`config.mk`:
```
export PLATFORM = sky130hd
export DESIGN_NAME = coo_aggregation_engine
export DESIGN_NICKNAME = d
export VERILOG_FILES = /design/src/rtl/coo_aggregation_engine.sv
export SDC_FILE = /design/constraint.sdc
export NUM_CORES = 2
export LEC_CHECK = 0
export CAP_MARGIN = 20
export CORE_ASPECT_RATIO = 1.5
export CORE_UTILIZATION = 35
export DETAILED_ROUTE_END_ITERATION = 10
export GPL_TIMING_DRIVEN = 1
export HOLD_SLACK_MARGIN = 0.12
export PLACE_DENSITY = 0.59
export SLEW_MARGIN = 20
export SYNTH_ARGS = -nofsm -noshare
export SYNTH_HDL_FRONTEND = slang
export SYNTH_SLANG_ARGS = --single-unit
```
`constraint.sdc`:
```
create_clock -name clk -period 21.7 [get_ports clk]
set_input_delay 2.17 -clock clk [delete_from_list [all_inputs] [get_ports clk]]
set_output_delay 2.17 -clock clk [all_outputs]
set_load 0.05 [all_outputs]
```
`src/rtl/coo_aggregation_engine.sv`:
```
// coo_aggregation_engine
// GCN combination stage: buffers one transformed row per node, walks a COO
// edge list once while accumulating neighbour rows per destination node
// (optional self-loop / undirected modes, saturating sums), then streams
// the aggregated rows out over a valid/ready handshake.
module coo_aggregation_engine #(
   parameter int NUM_NODES  = 6,
   parameter int NUM_EDGES  = 6,
   parameter int OUT_COLS   = 3,
   parameter int DATA_WIDTH = 16,
   parameter int ACC_WIDTH  = 16,
   parameter int NODE_BW    = (NUM_NODES > 1) ? $clog2(NUM_NODES) : 1,
   parameter int EDGE_BW    = (NUM_EDGES > 1) ? $clog2(NUM_EDGES) : 1
) (
   input  logic                                  clk,
   input  logic                                  reset,
   input  logic                                  row_wr_en,
   input  logic [NODE_BW-1:0]                    row_wr_idx,
   input  logic [0:OUT_COLS-1][DATA_WIDTH-1:0]   FM_WM_Row,
   input  logic                                  done_trans,
   input  logic                                  self_loop_en,
   input  logic                                  undirected,
   output logic [EDGE_BW-1:0]                    coo_address,
   input  logic [0:1][NODE_BW-1:0]               coo_in,
   output logic                                  out_valid,
   input  logic                                  out_ready,
   output logic [NODE_BW-1:0]                    out_node,
   output logic [0:OUT_COLS-1][ACC_WIDTH-1:0]    fm_wm_adj_out,
   output logic                                  busy,
   output logic                                  err_flag,
   output logic                                  done_comb
);

   typedef logic [0:OUT_COLS-1][DATA_WIDTH-1:0] row_t;
   typedef logic [0:OUT_COLS-1][ACC_WIDTH-1:0]  acc_row_t;

   typedef enum logic [2:0] {
      ST_IDLE  = 3'd0,
      ST_INIT  = 3'd1,
      ST_EDGE  = 3'd2,
      ST_DRAIN = 3'd3,
      ST_DONE  = 3'd4
   } state_t;

   state_t                        state_r;
   logic [EDGE_BW-1:0]            coo_address_r;
   logic                          out_valid_r;
   logic [NODE_BW-1:0]            out_node_r;
   logic                          busy_r;
   logic                          err_flag_r;
   logic                          done_comb_r;
   logic                          self_loop_r;
   logic                          undirected_r;

   row_t     [NUM_NODES-1:0]      row_buf_r;
   acc_row_t [NUM_NODES-1:0]      acc_r;
   acc_row_t [NUM_NODES-1:0]      acc_init_s;
   acc_row_t [NUM_NODES-1:0]      acc_edge_s;

   row_t                          src_row_s;
   row_t                          dst_row_s;
   logic                          src_ok_s;
   logic                          dst_ok_s;
   logic                          edge_ok_s;
   logic                          self_edge_s;

   // Unsigned add of a zero-extended row element that clamps at all-ones.
   function automatic logic [ACC_WIDTH-1:0] sat_add(
      input logic [ACC_WIDTH-1:0]  a,
      input logic [DATA_WIDTH-1:0] b
   );
      logic [ACC_WIDTH:0] sum;
      sum = {1'b0, a} + (ACC_WIDTH+1)'(b);
      if (sum[ACC_WIDTH]) begin
         sat_add = '1;
      end else begin
         sat_add = sum[ACC_WIDTH-1:0];
      end
   endfunction

   assign coo_address = coo_address_r;
   assign out_valid   = out_valid_r;
   assign out_node    = out_node_r;
   assign busy        = busy_r;
   assign err_flag    = err_flag_r;
   assign done_comb   = done_comb_r;

   // Decode the current COO entry: fetch both endpoint rows and flag out-of-range nodes.
   always_comb begin
      src_row_s = '0;
      dst_row_s = '0;
      src_ok_s  = 1'b0;
      dst_ok_s  = 1'b0;
      for (int j = 0; j < NUM_NODES; j++) begin
         src_row_s = (coo_in[0] == NODE_BW'(j)) ? row_buf_r[j] : src_row_s;
         dst_row_s = (coo_in[1] == NODE_BW'(j)) ? row_buf_r[j] : dst_row_s;
         src_ok_s  = src_ok_s | (coo_in[0] == NODE_BW'(j));
         dst_ok_s  = dst_ok_s | (coo_in[1] == NODE_BW'(j));
      end
      edge_ok_s   = src_ok_s & dst_ok_s;
      self_edge_s = (coo_in[0] == coo_in[1]);
   end

   // Accumulator seed for INIT: own row when self-loops are on, zero otherwise.
   always_comb begin
      acc_init_s = '0;
      for (int i = 0; i < NUM_NODES; i++) begin
         for (int c = 0; c < OUT_COLS; c++) begin
            acc_init_s[i][c] = self_loop_r ? ACC_WIDTH'(row_buf_r[i][c]) : '0;
         end
      end
   end

   // Accumulator update for one EDGE cycle; the reverse direction is skipped on self-edges.
   always_comb begin
      acc_edge_s = acc_r;
      for (int i = 0; i < NUM_NODES; i++) begin
         for (int c = 0; c < OUT_COLS; c++) begin
            logic [DATA_WIDTH-1:0] add_dst;
            logic [DATA_WIDTH-1:0] add_src;
            add_dst = (edge_ok_s && (coo_in[1] == NODE_BW'(i))) ? src_row_s[c] : '0;
            add_src = (edge_ok_s && undirected_r && !self_edge_s &&
                       (coo_in[0] == NODE_BW'(i))) ? dst_row_s[c] : '0;
            acc_edge_s[i][c] = sat_add(sat_add(acc_r[i][c], add_dst), add_src);
         end
      end
   end

   // Present the accumulator of the current drain node, zero outside DRAIN.
   always_comb begin
      fm_wm_adj_out = '0;
      for (int j = 0; j < NUM_NODES; j++) begin
         fm_wm_adj_out = fm_wm_adj_out |
            (((state_r == ST_DRAIN) && (out_node_r == NODE_BW'(j))) ? acc_r[j] : '0);
      end
   end

   // Row buffer: written only while idle; slots beyond the node count are dropped.
   always_ff @(posedge clk or posedge reset) begin
      if (reset) begin
         row_buf_r <= '0;
      end else if ((state_r == ST_IDLE) && row_wr_en) begin
         for (int j = 0; j < NUM_NODES; j++) begin
            if (row_wr_idx == NODE_BW'(j)) begin
               row_buf_r[j] <= FM_WM_Row;
            end else begin
               row_buf_r[j] <= row_buf_r[j];
            end
         end
      end else begin
         row_buf_r <= row_buf_r;
      end
   end

   // Accumulators: seeded in INIT, updated once per EDGE cycle, held otherwise.
   always_ff @(posedge clk or posedge reset) begin
      if (reset) begin
         acc_r <= '0;
      end else begin
         case (state_r)
            ST_INIT: acc_r <= acc_init_s;
            ST_EDGE: acc_r <= acc_edge_s;
            default: acc_r <= acc_r;
         endcase
      end
   end

   // Run controller with registered status outputs.
   always_ff @(posedge clk or posedge reset) begin
      if (reset) begin
         state_r       <= ST_IDLE;
         coo_address_r <= '0;
         out_valid_r   <= 1'b0;
         out_node_r    <= '0;
         busy_r        <= 1'b0;
         err_flag_r    <= 1'b0;
         done_comb_r   <= 1'b0;
         self_loop_r   <= 1'b0;
         undirected_r  <= 1'b0;
      end else begin
         case (state_r)
            ST_IDLE: begin
               done_comb_r <= 1'b0;
               out_valid_r <= 1'b0;
               if (done_trans) begin
                  state_r       <= ST_INIT;
                  busy_r        <= 1'b1;
                  err_flag_r    <= 1'b0;
                  self_loop_r   <= self_loop_en;
                  undirected_r  <= undirected;
                  coo_address_r <= '0;
               end else begin
                  busy_r <= 1'b0;
               end
            end
            ST_INIT: begin
               state_r       <= ST_EDGE;
               coo_address_r <= '0;
            end
            ST_EDGE: begin
               if (!edge_ok_s) begin
                  err_flag_r <= 1'b1;
               end else begin
                  err_flag_r <= err_flag_r;
               end
               if (coo_address_r == EDGE_BW'(NUM_EDGES - 1)) begin
                  state_r       <= ST_DRAIN;
                  coo_address_r <= '0;
                  out_valid_r   <= 1'b1;
                  out_node_r    <= '0;
               end else begin
                  coo_address_r <= coo_address_r + EDGE_BW'(1);
               end
            end
            ST_DRAIN: begin
               if (out_ready) begin
                  if (out_node_r == NODE_BW'(NUM_NODES - 1)) begin
                     state_r     <= ST_DONE;
                     out_valid_r <= 1'b0;
                     out_node_r  <= '0;
                     done_comb_r <= 1'b1;
                  end else begin
                     out_node_r <= out_node_r + NODE_BW'(1);
                  end
               end else begin
                  out_node_r <= out_node_r;
               end
            end
            ST_DONE: begin
               state_r     <= ST_IDLE;
               done_comb_r <= 1'b0;
               busy_r      <= 1'b0;
            end
            default: begin
               state_r       <= ST_IDLE;
               coo_address_r <= '0;
               out_valid_r   <= 1'b0;
               out_node_r    <= '0;
               busy_r        <= 1'b0;
               done_comb_r   <= 1'b0;
            end
         endcase
      end
   end

endmodule

```
==> flow_summary.yaml <==
run_status:
  status: "finished, violations left"
  violations: "design-rule violations"
clock_tree:
  cts.sinks: 591
  clock_path_buffers: 3
  ctsHoldBuffers: 0
  clk_pin_slew_ps: 70
  cts_setup_buffers: 0
  cts-buffers-inserted: 72
  cts_tree: "done"
  clock_latency_ps: 720
  htreeDepth: 3
  ctsRootBufferMaster: "clkbuf_16"
  cts.repair.resized: 0
layout:
  drive_above_1_share_pct: 12.2
  final_cell_mix: "1227 x nor2_1, 683 x a21oi_1, 611 x nand2_1"
  final_common_cell: "nor2_1"
  utilization_pct: 39.1
  fin_nets: 8054
  fill_cells: 17700
  syn_to_final_growth_pct: 10.7
synthesis:
  syn-num-nets: 8075
  netlist.area_leader.share_pct: 24.4
  yosysWarnings: 0
  netlist.top_cell.by_area: "dfrtp_1"
  yosysSeqAreaShare_pct: 24.4
  synthCells: 7387
  async_flop_share_pct: 100
  ys_types: 107
  avgSynthCellArea_sq_um: 8.22
  synthTopCellsByArea: "dfrtp_1 24%, ha_1 12%, nor2_1 7.6%"
  ys_ff_latch: 591
  synth_edf_count: 0
  netlist_area_sq_um: 60700
  ys.flop_type: "dfrtp_1"
worst_setup_path:
  critPathCaptureType: "flop"
  crit_type: "input pin to flop"
  path_max_fanout: 45
  crit_required_ps: 22250
  reg2reg_to: "acc_r[221]"
  r2r_start: "row_buf_r[64]"
  critPathLaunchType: "input pin"
  cp-startpoint: "coo_in[3]"
  rrSetupSlack_ps: 14220
  arrival_ps: 10770
  rr_worst_depth: 25
timing:
  finalSetupTns_ps: 0
  maxSlewViolCount: 0
  period_needed_ps: 10210
  slew_headroom_pct: 18.2
  timing.final.crit_share_pct: 47.1
  timing.hold.ws_ps: 514
  rsz0062_at_grt: "false"
  max_freq_mhz: 97.9
  worst_slew_pin_slew_ps: 1230
  finalHoldViolations: 0
  setup_viol: 0
  finClkSkew_ps: 36.8
hold_path:
  hold_end: "acc_r[136]"
  hp-class: "flop to flop"
  hold_depth: 2
  hold_start: "acc_r[136]"
pwr:
  pwr_density_cell_nw_per_um2: 131
  vdd_ir_drop_max_v: 0.000133
  seq_power_share_pct: 26.5
  swShare_pct: 50.8
  netSwitchingPower_uw: 4480
  p_clk_share_pct: 15.9
  p_int_uw: 4340
  p_leak_uw: 0.0312
  comb_power_share_pct: 57.5
routing:
  drtIter0Drc: 5772
  dr.pass1.iters: 11
  vias: 59300
  detail-route-antenna-nets: 0
  routed_wl_um: 255000
  vias_per_cell: 6.12
  avgRoutedWirePerCell_um: 26.4
  drc: 40
die:
  core_area_sq_um: 172000
  die_w_um: 342
  start_util_pct: 35.4
  fp-row-count: 186
  die_h_um: 512
  dieArea_sq_um: 175000
  pin_count: 122
flow_run:
  drv_cap: 0
global_routing:
  grt_overflow: 0
  first_global_vias: 58900
  antenna_found_initial: 20
  grt_max_degree: 142
  grt_pass1_wl_um: 376000
  grt_usage_pct: 28.4
placement:
  place.gp.congestion: 1.00
  dpl.hpwl_um: 191000
  portBuffers: 121
==> sequential cells by signal, summed over array words and instances (netlist names) <==
signal,count
undirected_r,1
out_node,3
acc_r,288
row_buf_r,288
busy,1
state_r,3
out_valid,1
self_loop_r,1
err_flag,1
done_comb,1
coo_address,3
==> cells in the mapped netlist, types with 75 or more instances <==
| cell | count |
|---|---|
| nand2b_1 | 104 |
| a221oi_1 | 80 |
| o21ai_0 | 285 |
| a211oi_1 | 99 |
| a31oi_1 | 75 |
| o21bai_1 | 77 |
| a222oi_1 | 81 |
| buf_2 | 91 |
| o21a_1 | 78 |
| mux2i_1 | 142 |
| dfrtp_1 | 591 |
| o31ai_1 | 174 |
| nor2_1 | 1231 |
| inv_1 | 162 |
| a21oi_1 | 683 |
| nor3_1 | 114 |
| xnor2_1 | 248 |
| nand2_1 | 622 |
| xor2_1 | 157 |
| nand3_1 | 128 |
| ha_1 | 588 |
| a21o_1 | 212 |
| mux2_2 | 386 |
| clkbuf_1 | 233 |
==> cell type report <==
| class | count | area, sq um | share of cell area, % |
|---|---|---|---|
| flip-flops and latches | 591 | 14800 | 22.0 |
| multi-input cells | 6249 | 43800 | 65.2 |
| repair buffers | 289 | 2480 | 3.70 |
| inverters | 163 | 619 | 0.921 |
| well taps | 2256 | 2820 | 4.20 |
| clock inverters | 38 | 622 | 0.925 |
| diodes | 6 | 15.0 | 0.0223 |
| clock buffers | 90 | 2010 | 2.99 |
==> critical path, stage by stage <==
cell	delay (ps)
buf_6	480
buf_4	640
nor2b_4	250
buf_4	330
a21oi_1	210
nor2_1	60
a221oi_1	940
nor2_1	300
ha_1	320
fa_1	450
a21o_1	220
a21oi_2	200
nor2_1	70
a21o_1	200
o221ai_1	230
nor2_1	110
a2111oi_4	840
o21ai_0	250
ha_1	440
o21a_1	210
o31a_1	150
o41ai_4	490
o221ai_2	190
nand4_1	150
nand2_2	160
nor4_1	390
nor3_1	110
==> per-stage QoR <==
step                power (uW)  setup slack, ps  cells  instance area [sq um]
floorplan                 5540             2990   7387                  60700
global placement          7230            11100   9541                  64500
detailed placement        7320            10940   9547                  64500
CTS                       8750            11620   9675                  67200
global route              9330            11040   9677                  67200
finish                    8830            11490   9682                  67200
==> kinds of logic (layout without fill, tap and decap cells) <==
logic type,count (synthesis),in the layout,synth area share [%]
simple gates,2512,2512,17.9
xor+xnor,405,405,5.84
fa+ha+maj,624,624,13.3
buf+inv,547,580,3.81
other cells,0,6,0
mux,543,543,10.1
compound gates,2165,2165,24.7
flops,591,591,24.4
==> routing by layer <==
metal / up-vias / track usage [%] / wire length, um
li1: 27000 / - / -
met4: 16 / 16.4 / 16100
met3: 700 / 4.14 / 18100
met5: - / 0 / 100
met2: 2522 / 48.3 / 122000
met1: 29100 / 33.8 / 98600
==> worst max path at each step <==
stage                       endpoint  slack [ps]  cells past startpoint
after floorplan             acc_r[0]        2990                      1
after global placement    acc_r[269]       11100                     27
after detailed placement  acc_r[221]       10940                     29
after CTS                 acc_r[221]       11620                     29
after global routing      acc_r[221]       11040                     29
final                     acc_r[221]       11490                     27
==> power groups by stage <==
stage	logic, uW	registers, uW	clock network, uW
after floorplan	3540	2000	0
after global placement	4920	2310	0
after detailed placement	4990	2330	0
after CTS	5010	2310	1430
after global routing	5480	2380	1460
final	5080	2340	1410
(Power assumes the default switching activity.)
